File: src/rtl/spi_frame_rx_pkg.sv
// Shared frame geometry and receiver state encoding for the SPI work-frame receiver.
// Latency: n/a (declarations only).
// Backpressure: n/a.
package spi_frame_rx_pkg;

    localparam int SHAPOOL_FRAME_WIDTH = 352;

    localparam int MIDSTATE_MSB = 351;
    localparam int MIDSTATE_LSB = 96;
    localparam int TAIL_MSB     = 95;
    localparam int TAIL_LSB     = 0;

    typedef enum logic [1:0] {
        ST_IDLE  = 2'd0,
        ST_SHIFT = 2'd1,
        ST_DONE  = 2'd2
    } rx_state_t;

    function automatic logic [MIDSTATE_MSB-MIDSTATE_LSB:0] frame_midstate(
        input logic [SHAPOOL_FRAME_WIDTH-1:0] frame
    );
        return frame[MIDSTATE_MSB:MIDSTATE_LSB];
    endfunction

    function automatic logic [TAIL_MSB-TAIL_LSB:0] frame_tail(
        input logic [SHAPOOL_FRAME_WIDTH-1:0] frame
    );
        return frame[TAIL_MSB:TAIL_LSB];
    endfunction

endpackage

File: src/rtl/spi_frame_rx_sync_edge_detect.sv
// Two-flop synchronizer plus history flop; emits synced level and single-cycle rise/fall.
// Latency: level 2 clk, edges valid combinationally from stage 2 vs history.
// Backpressure: none; free-running.
module sync_edge_detect #(
    parameter logic RESET_VAL = 1'b0
) (
    input  logic clk,
    input  logic rst_n,
    input  logic din,
    output logic level,
    output logic rise,
    output logic fall
);

    logic s1;
    logic s2;
    logic hist;

    always_ff @(posedge clk or negedge rst_n) begin
        if (!rst_n) begin
            s1   <= RESET_VAL;
            s2   <= RESET_VAL;
            hist <= RESET_VAL;
        end else begin
            s1   <= din;
            s2   <= s1;
            hist <= s2;
        end
    end

    assign level = s2;
    assign rise  = s2 & ~hist;
    assign fall  = ~s2 & hist;

endmodule

File: src/rtl/spi_frame_rx.sv
// Oversampling SPI mode-0 slave: deserializes one MSB-first frame, strobes it out on cs_n rise.
// Latency: data_valid_out on the 4th clk_in edge after cs_n_in rises at the pin.
// Backpressure: none; consumer samples data_out on the strobe or any time after. Daisy: SHAPOOL_SPI_RX_DAISY_EN.
import spi_frame_rx_pkg::*;

module spi_frame_rx #(
    parameter int DATA_WIDTH  = SHAPOOL_FRAME_WIDTH,
    parameter int COUNT_WIDTH = 9
) (
    input  logic                  clk_in,
    input  logic                  reset_n_in,
    input  logic                  sck_in,
    input  logic                  sdi_in,
    input  logic                  cs_n_in,
    output logic                  sdo_out,
    output logic [DATA_WIDTH-1:0] data_out,
    output logic                  data_valid_out,
    output logic                  busy_out,
    output logic                  error_out
);

    localparam logic [COUNT_WIDTH-1:0] COUNT_FULL = COUNT_WIDTH'(DATA_WIDTH);
    localparam logic [COUNT_WIDTH-1:0] COUNT_MAX  = COUNT_WIDTH'(DATA_WIDTH + 1);

    logic sck_lvl, sck_rise, sck_fall;
    logic sdi_lvl, sdi_rise, sdi_fall;
    logic cs_lvl, cs_rise, cs_fall;

    sync_edge_detect #(.RESET_VAL(1'b0)) u_sync_sck (
        .clk(clk_in), .rst_n(reset_n_in), .din(sck_in),
        .level(sck_lvl), .rise(sck_rise), .fall(sck_fall)
    );

    sync_edge_detect #(.RESET_VAL(1'b0)) u_sync_sdi (
        .clk(clk_in), .rst_n(reset_n_in), .din(sdi_in),
        .level(sdi_lvl), .rise(sdi_rise), .fall(sdi_fall)
    );

    sync_edge_detect #(.RESET_VAL(1'b1)) u_sync_cs (
        .clk(clk_in), .rst_n(reset_n_in), .din(cs_n_in),
        .level(cs_lvl), .rise(cs_rise), .fall(cs_fall)
    );

    logic unused_sync;
    assign unused_sync = ^{sck_lvl, sck_fall, sdi_rise, sdi_fall, cs_lvl};

    rx_state_t              state;
    logic [DATA_WIDTH-1:0]  shreg;
    logic [COUNT_WIDTH-1:0] count;
    logic                   frame_ok;

`ifdef SHAPOOL_SPI_RX_DAISY_EN
    assign frame_ok = (count >= COUNT_FULL);
`else
    assign frame_ok = (count == COUNT_FULL);
`endif

    always_ff @(posedge clk_in or negedge reset_n_in) begin
        if (!reset_n_in) begin
            state          <= ST_IDLE;
            shreg          <= '0;
            count          <= '0;
            data_out       <= '0;
            data_valid_out <= 1'b0;
            busy_out       <= 1'b0;
            error_out      <= 1'b0;
        end else begin
            data_valid_out <= 1'b0;
            unique case (state)
                ST_IDLE: begin
                    if (cs_fall) begin
                        state     <= ST_SHIFT;
                        shreg     <= '0;
                        count     <= '0;
                        error_out <= 1'b0;
                        busy_out  <= 1'b1;
                    end
                end
                ST_SHIFT: begin
                    // Frame end takes priority: a coincident sck edge is dropped.
                    if (cs_rise) begin
                        state    <= ST_DONE;
                        busy_out <= 1'b0;
                    end else if (sck_rise) begin
                        shreg <= {shreg[DATA_WIDTH-2:0], sdi_lvl};
                        if (count != COUNT_MAX) begin
                            count <= count + 1'b1;
                        end
                    end
                end
                ST_DONE: begin
                    if (frame_ok) begin
                        data_out       <= shreg;
                        data_valid_out <= 1'b1;
                    end else begin
                        error_out <= 1'b1;
                    end
                    busy_out <= 1'b0;
                    state    <= ST_IDLE;
                end
                default: begin
                    state    <= ST_IDLE;
                    busy_out <= 1'b0;
                end
            endcase
        end
    end

`ifdef SHAPOOL_SPI_RX_DAISY_EN
    logic sdo_q;

    // Launch on sck fall so the downstream device samples a stable bit on its rise.
    always_ff @(posedge clk_in or negedge reset_n_in) begin
        if (!reset_n_in) begin
            sdo_q <= 1'b0;
        end else if (state == ST_SHIFT) begin
            if (sck_fall) begin
                sdo_q <= shreg[DATA_WIDTH-1];
            end
        end else if (state == ST_IDLE) begin
            sdo_q <= 1'b0;
        end
    end

    assign sdo_out = sdo_q;
`else
    assign sdo_out = 1'b0;
`endif

endmodule

File: config.mk
export PLATFORM = sky130hd
export DESIGN_NAME = spi_frame_rx
export DESIGN_NICKNAME = d
export VERILOG_FILES = /design/src/rtl/spi_frame_rx_pkg.sv /design/src/rtl/spi_frame_rx_sync_edge_detect.sv /design/src/rtl/spi_frame_rx.sv
export SDC_FILE = /design/constraint.sdc
export NUM_CORES = 1
export LEC_CHECK = 0
export ABC_AREA = 1
export BUFFER_PORTS_ARGS = -buffer_cell sky130_fd_sc_hd__buf_2
export CAP_MARGIN = 20
export CORE_AREA = 2 2 231 233
export CTS_CLUSTER_DIAMETER = 150
export DETAILED_ROUTE_END_ITERATION = 10
export DIE_AREA = 0 0 233 235
export PLACE_DENSITY = 0.67
export SYNTH_ARGS = -nofsm -noshare
export SYNTH_HDL_FRONTEND = slang
export SYNTH_SLANG_ARGS = --single-unit
File: constraint.sdc
create_clock -name clk_in -period 2 [get_ports clk_in]
set_input_delay 0.3 -clock clk_in [delete_from_list [all_inputs] [get_ports clk_in]]
set_output_delay 0.3 -clock clk_in [all_outputs]
set_load 0.02 [all_outputs]
==> results of run 1 <==
-- per-stage QoR --
step / hold slack [ns] / power [mW] / area, um2 / util (%) / instances
after floorplan: 0.00441 / 15.6 / 26000 / - / 2399
after global placement: 0.286 / 16.3 / 29000 / 55.5 / 3362
after detailed placement: 0.297 / 16.4 / 29000 / 55.5 / 3362
after CTS: 0.258 / 30.2 / 31500 / 60.3 / 3495
after global routing: 0.274 / 30.9 / 31500 / 60.3 / 3495
final: 0.255 / 29.9 / 31500 / 60.3 / 3495
-- worst min path at each step --
| stage | from | endpoint | slack (ns) | depth (start not counted) |
|---|---|---|---|---|
| after floorplan | reset_n_in | count[0] | 0.004 | 0 |
| after global placement | reset_n_in | data_out[291] | 0.29 | 1 |
| after detailed placement | reset_n_in | data_out[291] | 0.30 | 1 |
| after CTS | reset_n_in | data_out[291] | 0.26 | 2 |
| after global routing | reset_n_in | data_out[292] | 0.27 | 2 |
| final | reset_n_in | data_out[291] | 0.25 | 2 |
-- cell usage after synthesis, drive strengths merged --
master,count
ha,3
or2,1
o22ai,351
clkbuf,57
o21ai,359
nor2,9
dfstp,3
nand4,2
a21oi,4
dfrtp,722
nand2,394
buf,101
inv,372
o21bai,2
nand3,18
conb,1
-- cells in the final DEF (no fill, tap or decap) --
cell and instances:
clkbuf_16 76, clkinv_8 1, buf_8 1, conb_1 1
o22ai_1 351, inv_6 1, buf_2 358, clkbuf_1 14
nor2_4 1, clkinv_2 11, buf_4 35, o21ai_1 22
nand3_1 16, dfrtp_1 722, inv_8 1, nand2_1 394
dlygate4sd3_1 4, nand3_4 2, bufinv_16 5, dfstp_2 3
a21oi_2 1, o21bai_1 2, clkinvlp_4 3, nor2_2 2
clkbuf_8 17, nor2_1 6, nand4_1 2, ha_1 3
buf_12 39, a21oi_4 1, or2_2 1, o21ai_0 337
a21oi_1 2, inv_1 372
-- area by class of cell --
cell class	count	share of cell area [%]
flip-flops and latches	725	57.6
well taps	688	2.73
multi-input cells	1144	18.2
clock inverters	22	0.838
inverters	372	4.43
repair buffers	437	9.18
clock buffers	107	6.95
-- per-layer routing --
| metal | share of wire (%) | track usage (%) | up-vias | wire [um] |
|---|---|---|---|---|
| met5 | 0 | 0 | - | 0 |
| met4 | 2.6 | 7.24 | 0 | 1510 |
| met3 | 5.2 | 3.74 | 100 | 3080 |
| met2 | 47 | 32.6 | 469 | 27400 |
| met1 | 46 | 31.4 | 9132 | 26700 |
| li1 | - | - | 8626 | - |
-- state kept, by name, indices dropped and copies added (netlist names), 2 cells and up --
signal,count
state,2
data_out,352
shreg,352
count,9
-- cell families (layout without fill, tap and decap cells) --
| family | count (synthesis) | after routing | share of synthesized area (%) |
|---|---|---|---|
| AND/OR/NAND/NOR | 424 | 424 | 6.28 |
| AO/OA/AOI/OAI | 716 | 716 | 15.5 |
| adder cells (fa/ha/maj) | 3 | 3 | 0.144 |
| flip-flops | 725 | 725 | 69.8 |
| other | 1 | 1 | 0.0144 |
| buffers and inverters | 530 | 938 | 8.20 |
-- what timing repair did --
action / CTS / global route
hold buffers: 4 / 0
endpoints found under the hold margin: 33 / 0
gates resized for setup: 0 / 1
endpoints found under the setup margin: 0 / 14
-- power breakdown --
group	switching, mW	total, mW	internal [mW]
logic	0.948	1.38	0.436
clock network	5.53	13.8	8.24
registers	0.0137	14.7	14.7
==> flow_summary_export.csv, run 1 <==
group,metric,value,unit
run_status,status,"complete, no violations",
logic_synthesis,synth_seq_cells,725,
power_and_ir_drop,peakVddDrop,0.554,mV
finish,multi_input_area,5740,um2
die,die_area,54800,um2
setup_path,cp-end-kind,"register",
clock_tree,numCtsBuffers,72,
die,die_x,233,um
setup_path,arrival,2.27,ns
finish,fillers,4166,
logic_synthesis,ys_top_cells_by_area,"dfrtp_1 (70%), o22ai_1 (8.5%), o21ai_0 (6.5%)",
setup_path,reg2reg_depth,7,
placement,place_hpwl,38.0,mm
timing,fin_crit_sh,90.7,%
logic_synthesis,netlist.top_cell.by_area,"dfrtp_1",
setup_path,crit_type,"reg2reg",
setup_path,crit_end,"shreg[207]",
setup_path,timing.rr.start,"u_sync_cs.hist",
global_route,gr-usage-all-layers,21.4,%
drt,num_vias,18327,
die,die_height,235,um
timing,final.setup.tns,0,ns
setup_path,rr_endpoint,"shreg[207]",
setup_path,crit_path_max_incr_delay,0.53,ns
drt,wl_per_cell,16.8,um
clock_tree,cts_setup_buffers,0,
timing,maxSlewHeadroom,64.0,%
drt,drt_first_pass_iters,5,
setup_path,worstPathMaxFanout,51,
drt,drtAntennaViolNets,0,
timing,final.setup_skew,0.0170,ns
logic_synthesis,ys_seq_area_share,69.8,%
die,core_area,52200,um2
timing,worst_pin_slew,0.540,ns
drt,wirelength,58.7,mm
setup_path,crit_chain,"inv_1, nand2_1, nand2_1, a21oi_4, buf_12, buf_12, o22ai_1",
power_and_ir_drop,power_leakage,15.3,nW
die,num_rows,84,
flow_run,drv_cap,0,
drt,drtIter0Drc,1548,
drt,drt-vias-per-instance,5.24,
logic_synthesis,synth_top_area_share,69.5,%
logic_synthesis,synth_nets,2407,
hold_path,min_path_type,"in2async",
finish,drive_gt1_share,19.9,%
clock_tree,clk_latency,0.59,ns
setup_path,worst_setup_path_start_kind,"register",
clock_tree,cts_root_buf,"clkbuf_16",
setup_path,slowest_stage,"dfstp_2",
global_route,antenna_found_initial,0,
setup_path,crit_buf_inv,3,
timing,worst_slack,0.186,ns
logic_synthesis,syn_inst,2399,
finish,areaGrowthSynthToFinish,21.2,%
setup_path,r2r_slack,0.19,ns
global_route,grt_pass1_wl,95.4,mm
drt,drc,0,
timing,slew_violations,0,
global_route,grt_remaining_overflow,0,
timing,setup_viol,0,
finish,final_nets,2760,
timing,min_period,1.81,ns
die,ios,361,
die,initial_core_util,49.7,%
timing,rsz0062_at_grt,"false",
placement,pre_cts_ws,0.154,ns
placement,gp_congestion,0.799,
clock_tree,numClockSinks,725,
setup_path,cp_top_family,"flip-flops",
finish,final-seq-area,18100,um2
finish,antenna_cells,0,
logic_synthesis,syn_area,26000,um2
global_route,grt_max_degree,118,
logic_synthesis,avgSynthCellArea,10.8,um2
setup_path,crit_required,2.46,ns
placement,io_buffers,359,
logic_synthesis,synth_warnings,0,
setup_path,crit_cells,7,
timing,fmax,0.551,GHz
clock_tree,cts_tree,"yes",
setup_path,startpoint,"u_sync_cs.hist",
clock_tree,cts_htree_levels,3,
power_and_ir_drop,power.density,948,nW/um2
clock_tree,cts.clk_slew.worst_paths,0.06,ns
logic_synthesis,synth_cell_types,23,
global_route,grt_pass1_vias,17945,
timing,hold_viol,0,
clock_tree,cts_buffer_depth,3,
(Power assumes the default switching activity.)
==> run 2: changes to the inputs <==
--- a/config.mk
+++ b/config.mk
@@ -9,9 +9,9 @@
 export BUFFER_PORTS_ARGS = -buffer_cell sky130_fd_sc_hd__buf_2
 export CAP_MARGIN = 20
-export CORE_AREA = 2 2 231 233
+export CORE_AREA = 2 2 326 167
 export CTS_CLUSTER_DIAMETER = 150
 export DETAILED_ROUTE_END_ITERATION = 10
-export DIE_AREA = 0 0 233 235
-export PLACE_DENSITY = 0.67
+export DIE_AREA = 0 0 328 169
+export PLACE_DENSITY = 0.66
 export SYNTH_ARGS = -nofsm -noshare
 export SYNTH_HDL_FRONTEND = slang
==> constraint.sdc (replaced) <==
create_clock -name clk_in -period 2 [get_ports clk_in]
set_input_delay 0.1 -clock clk_in [delete_from_list [all_inputs] [get_ports clk_in]]
set_output_delay 0.1 -clock clk_in [all_outputs]
set_load 0.02 [all_outputs]
==> run 2 against run 1 <==
  * Routed wire length increased by 2.0%
  * Count of clock-buffer cells in the layout shrank 20
  * Sequential share of layout area up 0.80 points
  * Worst hold slack got worse by 0.11 ns
  * Clock power decreased by 13%
  * Final area down 1.4%
  * Setup slack got worse by 0.13 ns
  * Register-to-register slack worse by 0.13 ns
  * Total power down 6.0%
==> flow_summary_export.csv, run 2 (synthesis results as in run 1) <==
group,metric,value,unit
timing,final.setup.tns,0,ns
drt,drtAntennaViolNets,0,
finish,final_common_cell,"dfrtp_1",
die,core_area,52800,um2
power_and_ir_drop,power.density,904,nW/um2
global_route,antenna_found_initial,0,
finish,fillers,4374,
timing,final.setup_skew,0.0193,ns
setup_path,crit_chain,"nor2_2, nand3_4, buf_12, o22ai_1",
setup_path,crit_path_max_incr_delay,0.48,ns
timing,hold_viol,0,
timing,min_period,1.94,ns
die,die_height,169,um
timing,slew_violations,0,
power_and_ir_drop,peakVddDrop,0.580,mV
power_and_ir_drop,power_frac_seq,52.4,%
global_route,grt_remaining_overflow,0,
flow_run,drv_cap,0,
die,ios,361,
finish,areaGrowthSynthToFinish,19.5,%
clock_tree,cts.clk_slew.worst_paths,0.07,ns
power_and_ir_drop,power.total,28.1,mW
setup_path,crit_type,"reg2reg",
finish,final-seq-area,18100,um2
finish,final_util,58.8,%
finish,multi_input_area,5760,um2
drt,num_vias,18168,
setup_path,crit_buf_inv,1,
timing,fin_crit_sh,97.1,%
finish,layout_common_cells,"dfrtp_1 (722), nand2_1 (388), inv_1 (372)",
setup_path,cp_top_family,"simple AND/OR/NAND/NOR gates",
power_and_ir_drop,p_clk_share,42.7,%
drt,drc,0,
setup_path,slowest_stage,"nor2_2",
power_and_ir_drop,p_switching,6.22,mW
clock_tree,cts_buffer_depth,3,
setup_path,worst_setup_path_start_kind,"register",
clock_tree,numClockSinks,725,
drt,wl_per_cell,17.2,um
timing,worst_pin_slew,0.706,ns
placement,gp_congestion,0.785,
die,die_area,55400,um2
timing,rsz0062_at_grt,"true",
setup_path,crit_required,2.50,ns
finish,drive_gt1_share,19.4,%
setup_path,r2r_slack,0.06,ns
setup_path,cp-end-kind,"register",
timing,fmax,0.515,GHz
finish,final_nets,2740,
drt,drt_first_pass_iters,6,
setup_path,arrival,2.45,ns
global_route,grt_pass1_vias,17741,
clock_tree,cts_htree_levels,2,
die,die_x,328,um
run_status,status,"complete, no violations",
power_and_ir_drop,p_int,21.8,mW
hold_path,min_path_type,"in2reg",
placement,place_area,28900,um2
drt,drt-vias-per-instance,5.21,
die,initial_core_util,49.2,%
timing,setup_viol,0,
clock_tree,cts_root_buf,"clkbuf_16",
placement,io_buffers,359,
drt,wirelength,59.9,mm
finish,final_area,31100,um2
global_route,gr-usage-all-layers,21.2,%
global_route,grt_pass1_wl,96.0,mm
die,num_rows,60,
power_and_ir_drop,swShare,22.2,%
global_route,grt_max_degree,211,
finish,top_regs,"data_out: 352 flops, shreg: 352 flops, count: 9 flops",
setup_path,worstPathMaxFanout,135,
power_and_ir_drop,combPwrFrac,4.9,%
clock_tree,numCtsBuffers,61,
placement,place_hpwl,38.5,mm
timing,maxSlewHeadroom,52.9,%
drt,drtIter0Drc,1649,
clock_tree,cts_tree,"yes",
clock_tree,clk_latency,0.60,ns
power_and_ir_drop,power_leakage,15.1,nW
finish,antenna_cells,0,
[run 2: cell count changes in the layout (fill, tap and decap cells not counted), moves of 3 or more]
cell	delta
buf_4	-11
clkbuf_1	-5
clkbuf_16	-13
buf_16	+3
buf_12	-7
nand2_1	-6
nand2_2	+6
[run 2: worst reg2reg max path, delay by kind of cell, from the launching register on]
family / cells / cell delay (ns)
buf+inv: 1 / 0.27
compound gates: 1 / 0.47
flops: 1 / 0.46
simple gates: 2 / 0.65
[run 2: layout make-up]
| class | count | area share, % |
|---|---|---|
| tap | 713 | 2.87 |
| timing repair buffer | 428 | 9.15 |
| clock inverter | 21 | 0.729 |
| multi-input combinational | 1144 | 18.5 |
| inverter | 372 | 4.50 |
| sequential | 725 | 58.4 |
| clock buffer | 87 | 5.78 |
[run 2: worst paths after layout]
| kind | start | endpoint | depth (start not counted) |
|---|---|---|---|
| worst max register to register | state[1] | shreg[159] | 4 |
| worst max-delay path | state[1] | shreg[159] | 4 |
| worst min register to register | u_sync_cs.s1 | u_sync_cs.level | 0 |
| min in group asynchronous | reset_n_in | shreg[106] | 3 |
| worst min-delay path | sdi_in | u_sync_sdi.s1 | 2 |
| max in group asynchronous | reset_n_in | shreg[291] | 4 |
[run 2: power by group through the flow]
stage | registers [mW] | clock network [mW] | logic [mW]
global route | 14.7 | 12.9 | 1.50
finish | 14.7 | 12.0 | 1.38
detailed placement | 15.0 | 0 | 1.37
global placement | 15.0 | 0 | 1.35
CTS | 14.7 | 12.3 | 1.39
floorplan | 15.0 | 0 | 0.635
[run 2: what timing repair did]
action	in CTS	in global routing
hold buffers	6	0
hold endpoints to repair	417	0
gates resized for setup	0	12
buffers inserted	0	1
setup endpoints to repair	0	137
[run 2: metrics by stage]
| step | instances | hold slack [ns] | setup slack (ns) |
|---|---|---|---|
| 6_report | 3490 | 0.140 | 0.0578 |
| 5_1_grt | 3490 | 0.136 | -0.0291 |
| 4_1_cts | 3486 | 0.0950 | 0.0374 |
| 3_5_place_dp | 3372 | 0.0324 | 0.0659 |
| 2_1_floorplan | 2399 | -0.196 | 0.345 |
| 3_3_place_gp | 3372 | 0.0336 | 0.171 |
[run 2: per-layer routing]
metal  share of wire, %  global-route usage [%]
met1                 48                    32.5
met2                 46                    32.2
met3                4.5                    3.19
met4                1.8                    4.63
met5                  0                       0
==> run 3: changes to the inputs <==
BUFFER_PORTS_ARGS = not set   (was -buffer_cell sky130_fd_sc_hd__buf_2)
DONT_BUFFER_PORTS = 1   (was not set)
PLACE_DENSITY = 0.6   (was 0.66)
==> run 3 against run 2 <==
  * The flow now finishes with violations (negative hold slack, max-slew violations)
  * Worst hold slack lost 0.95 ns
  * Register-to-register slack gained 0.04 ns
  * Sequential share of layout area grew 4.2 points
  * Clock skew down 0.0038 ns
  * Sequential power hardly changed
  * Non-clock buffer count down 377
  * Via count shrank 8.0%
  * Count of clock-buffer cells in the layout is 9 lower
  * Largest power group unchanged
==> flow_summary_export.csv, run 3 (synthesis results as in run 1) <==
group,metric,value,unit
finish,antenna_cells,0,
finish,final_cell_count_no_fill,3106,
drt,wirelength,58.7,mm
power_and_ir_drop,power_leakage,13.0,nW
die,num_rows,60,
clock_tree,cts_tree,"yes",
setup_path,crit_type,"reg2reg",
timing,rsz0062_at_grt,"true",
timing,setup_viol,0,
clock_tree,cts_htree_levels,2,
placement,gp_congestion,0.796,
die,die_area,55400,um2
setup_path,crit_required,2.46,ns
timing,fin_crit_sh,95.1,%
finish,drive_gt1_share,6.35,%
setup_path,reg2reg_depth,9,
clock_tree,numCtsBuffers,60,
drt,num_vias,16707,
run_status,violations,"negative hold slack, max-slew violations",
finish,final_nets,2362,
power_and_ir_drop,power.density,959,nW/um2
clock_tree,numClockSinks,725,
timing,slew_violations,98,
setup_path,r2r_slack,0.1,ns
run_status,status,"complete, but fails checks",
timing,worst_pin_slew,1.57,ns
setup_path,timing.rr.start,"count[0]",
placement,dp_cells,2993,
setup_path,arrival,2.36,ns
hold_path,min_path_type,"in2async",
finish,areaGrowthSynthToFinish,11.6,%
global_route,antenna_found_initial,0,
global_route,grt_max_degree,726,
global_route,grt_remaining_overflow,0,
die,die_x,328,um
power_and_ir_drop,peakVddDrop,0.625,mV
clock_tree,cts_buffer_depth,3,
timing,whs,-0.809,ns
timing,min_period,1.90,ns
die,core_area,52800,um2
setup_path,rr_endpoint,"data_out[150]",
clock_tree,clk_latency,0.60,ns
global_route,grt_pass1_vias,16160,
die,die_height,169,um
timing,fmax,0.526,GHz
drt,drt-vias-per-instance,5.38,
finish,layout_common_cells,"dfrtp_1 (721), nand2_1 (393), inv_1 (372)",
clock_tree,cts.clk_slew.worst_paths,0.07,ns
setup_path,cp-end-kind,"register",
drt,drtAntennaViolNets,0,
placement,io_buffers,0,
placement,place_hpwl,34.7,mm
drt,drc,0,
clock_tree,cts_root_buf,"clkbuf_16",
drt,wl_per_cell,18.9,um
finish,final_util,54.9,%
global_route,grt_pass1_wl,91.5,mm
finish,top_regs,"data_out: 352 flops, shreg: 352 flops, count: 9 flops",
timing,maxSlewHeadroom,-4.66,%
global_route,gr-usage-all-layers,20.4,%
flow_run,drv_cap,0,
die,ios,361,
setup_path,worst_setup_path_start_kind,"register",
timing,final.setup_skew,0.0155,ns
timing,hold_viol,725,
clock_tree,postCtsHoldBufs,3,
drt,drt_first_pass_iters,5,
drt,drtIter0Drc,1403,
die,initial_core_util,49.2,%
setup_path,worstPathMaxFanout,87,
finish,final_common_cell,"dfrtp_1",
-- run 3: worst max path at each step --
| stage | from | endpoint | slack, ns |
|---|---|---|---|
| after detailed placement | count[0] | data_out[68] | -0.06 |
| after floorplan | count[0] | data_out[259] | 0.34 |
| after global placement | count[0] | data_out[36] | 0.02 |
| final | count[0] | data_out[150] | 0.1 |
| after global routing | count[0] | data_out[154] | -0.03 |
| after CTS | count[0] | data_out[135] | -0.02 |
-- run 3: critical path, cell delays in order, from the launching register on --
cell     delay [ns]
dfrtp_2        0.44
inv_1          0.12
ha_1           0.17
nand3_1        0.11
nor2_4         0.13
nand3_4        0.12
buf_12         0.19
buf_12         0.20
nand2_1        0.12
o21ai_0        0.09
-- run 3: final cells by class --
class	count	area, um2
clock buffers	78	1660
fillers	4440	23800
inverters	372	1400
well taps	713	892
clock inverters	23	329
flip-flops and latches	725	18100
multi-input cells	1144	5750
repair buffers	51	811
-- run 3: what timing repair did --
item / 4_1_cts / 5_1_grt
setup endpoints to repair: 125 / 273
setup buffers: 0 / 2
resized for setup: 8 / 7
gates cloned: 1 / 6
hold endpoints to repair: 728 / 725
pin swaps: 0 / 1
-- run 3: per-layer routing --
metal / track usage (%) / wire length, um / share of wire [%] / up-vias
li1: - / - / - / 7816
met1: 30.2 / 27700 / 47 / 8434
met2: 30.3 / 26400 / 45 / 373
met3: 4.85 / 3290 / 5.6 / 84
met4: 5.46 / 1300 / 2.2 / 0
met5: 0 / 0 / 0 / -
-- run 3: metrics by stage --
| stage | setup TNS [ns] | area [um2] | power, mW | worst slack (ns) | hold slack, ns |
|---|---|---|---|---|---|
| floorplan | 0 | 26000 | 15.6 | 0.345 | -0.196 |
| global placement | 0 | 26800 | 16.0 | 0.0194 | -0.181 |
| detailed placement | -1.47 | 26800 | 16.0 | -0.0551 | -0.185 |
| CTS | -0.0952 | 28800 | 28.1 | -0.0169 | -0.847 |
| global route | -0.345 | 29000 | 28.7 | -0.0337 | -0.855 |
| finish | 0 | 29000 | 27.8 | 0.0986 | -0.809 |
-- run 3: power by group --
part / internal [mW] / leakage [nW] / switching, mW
clock network: 6.84 / 0.983 / 5.23
registers: 14.7 / 10.1 / 0.0250
logic: 0.347 / 1.88 / 0.655
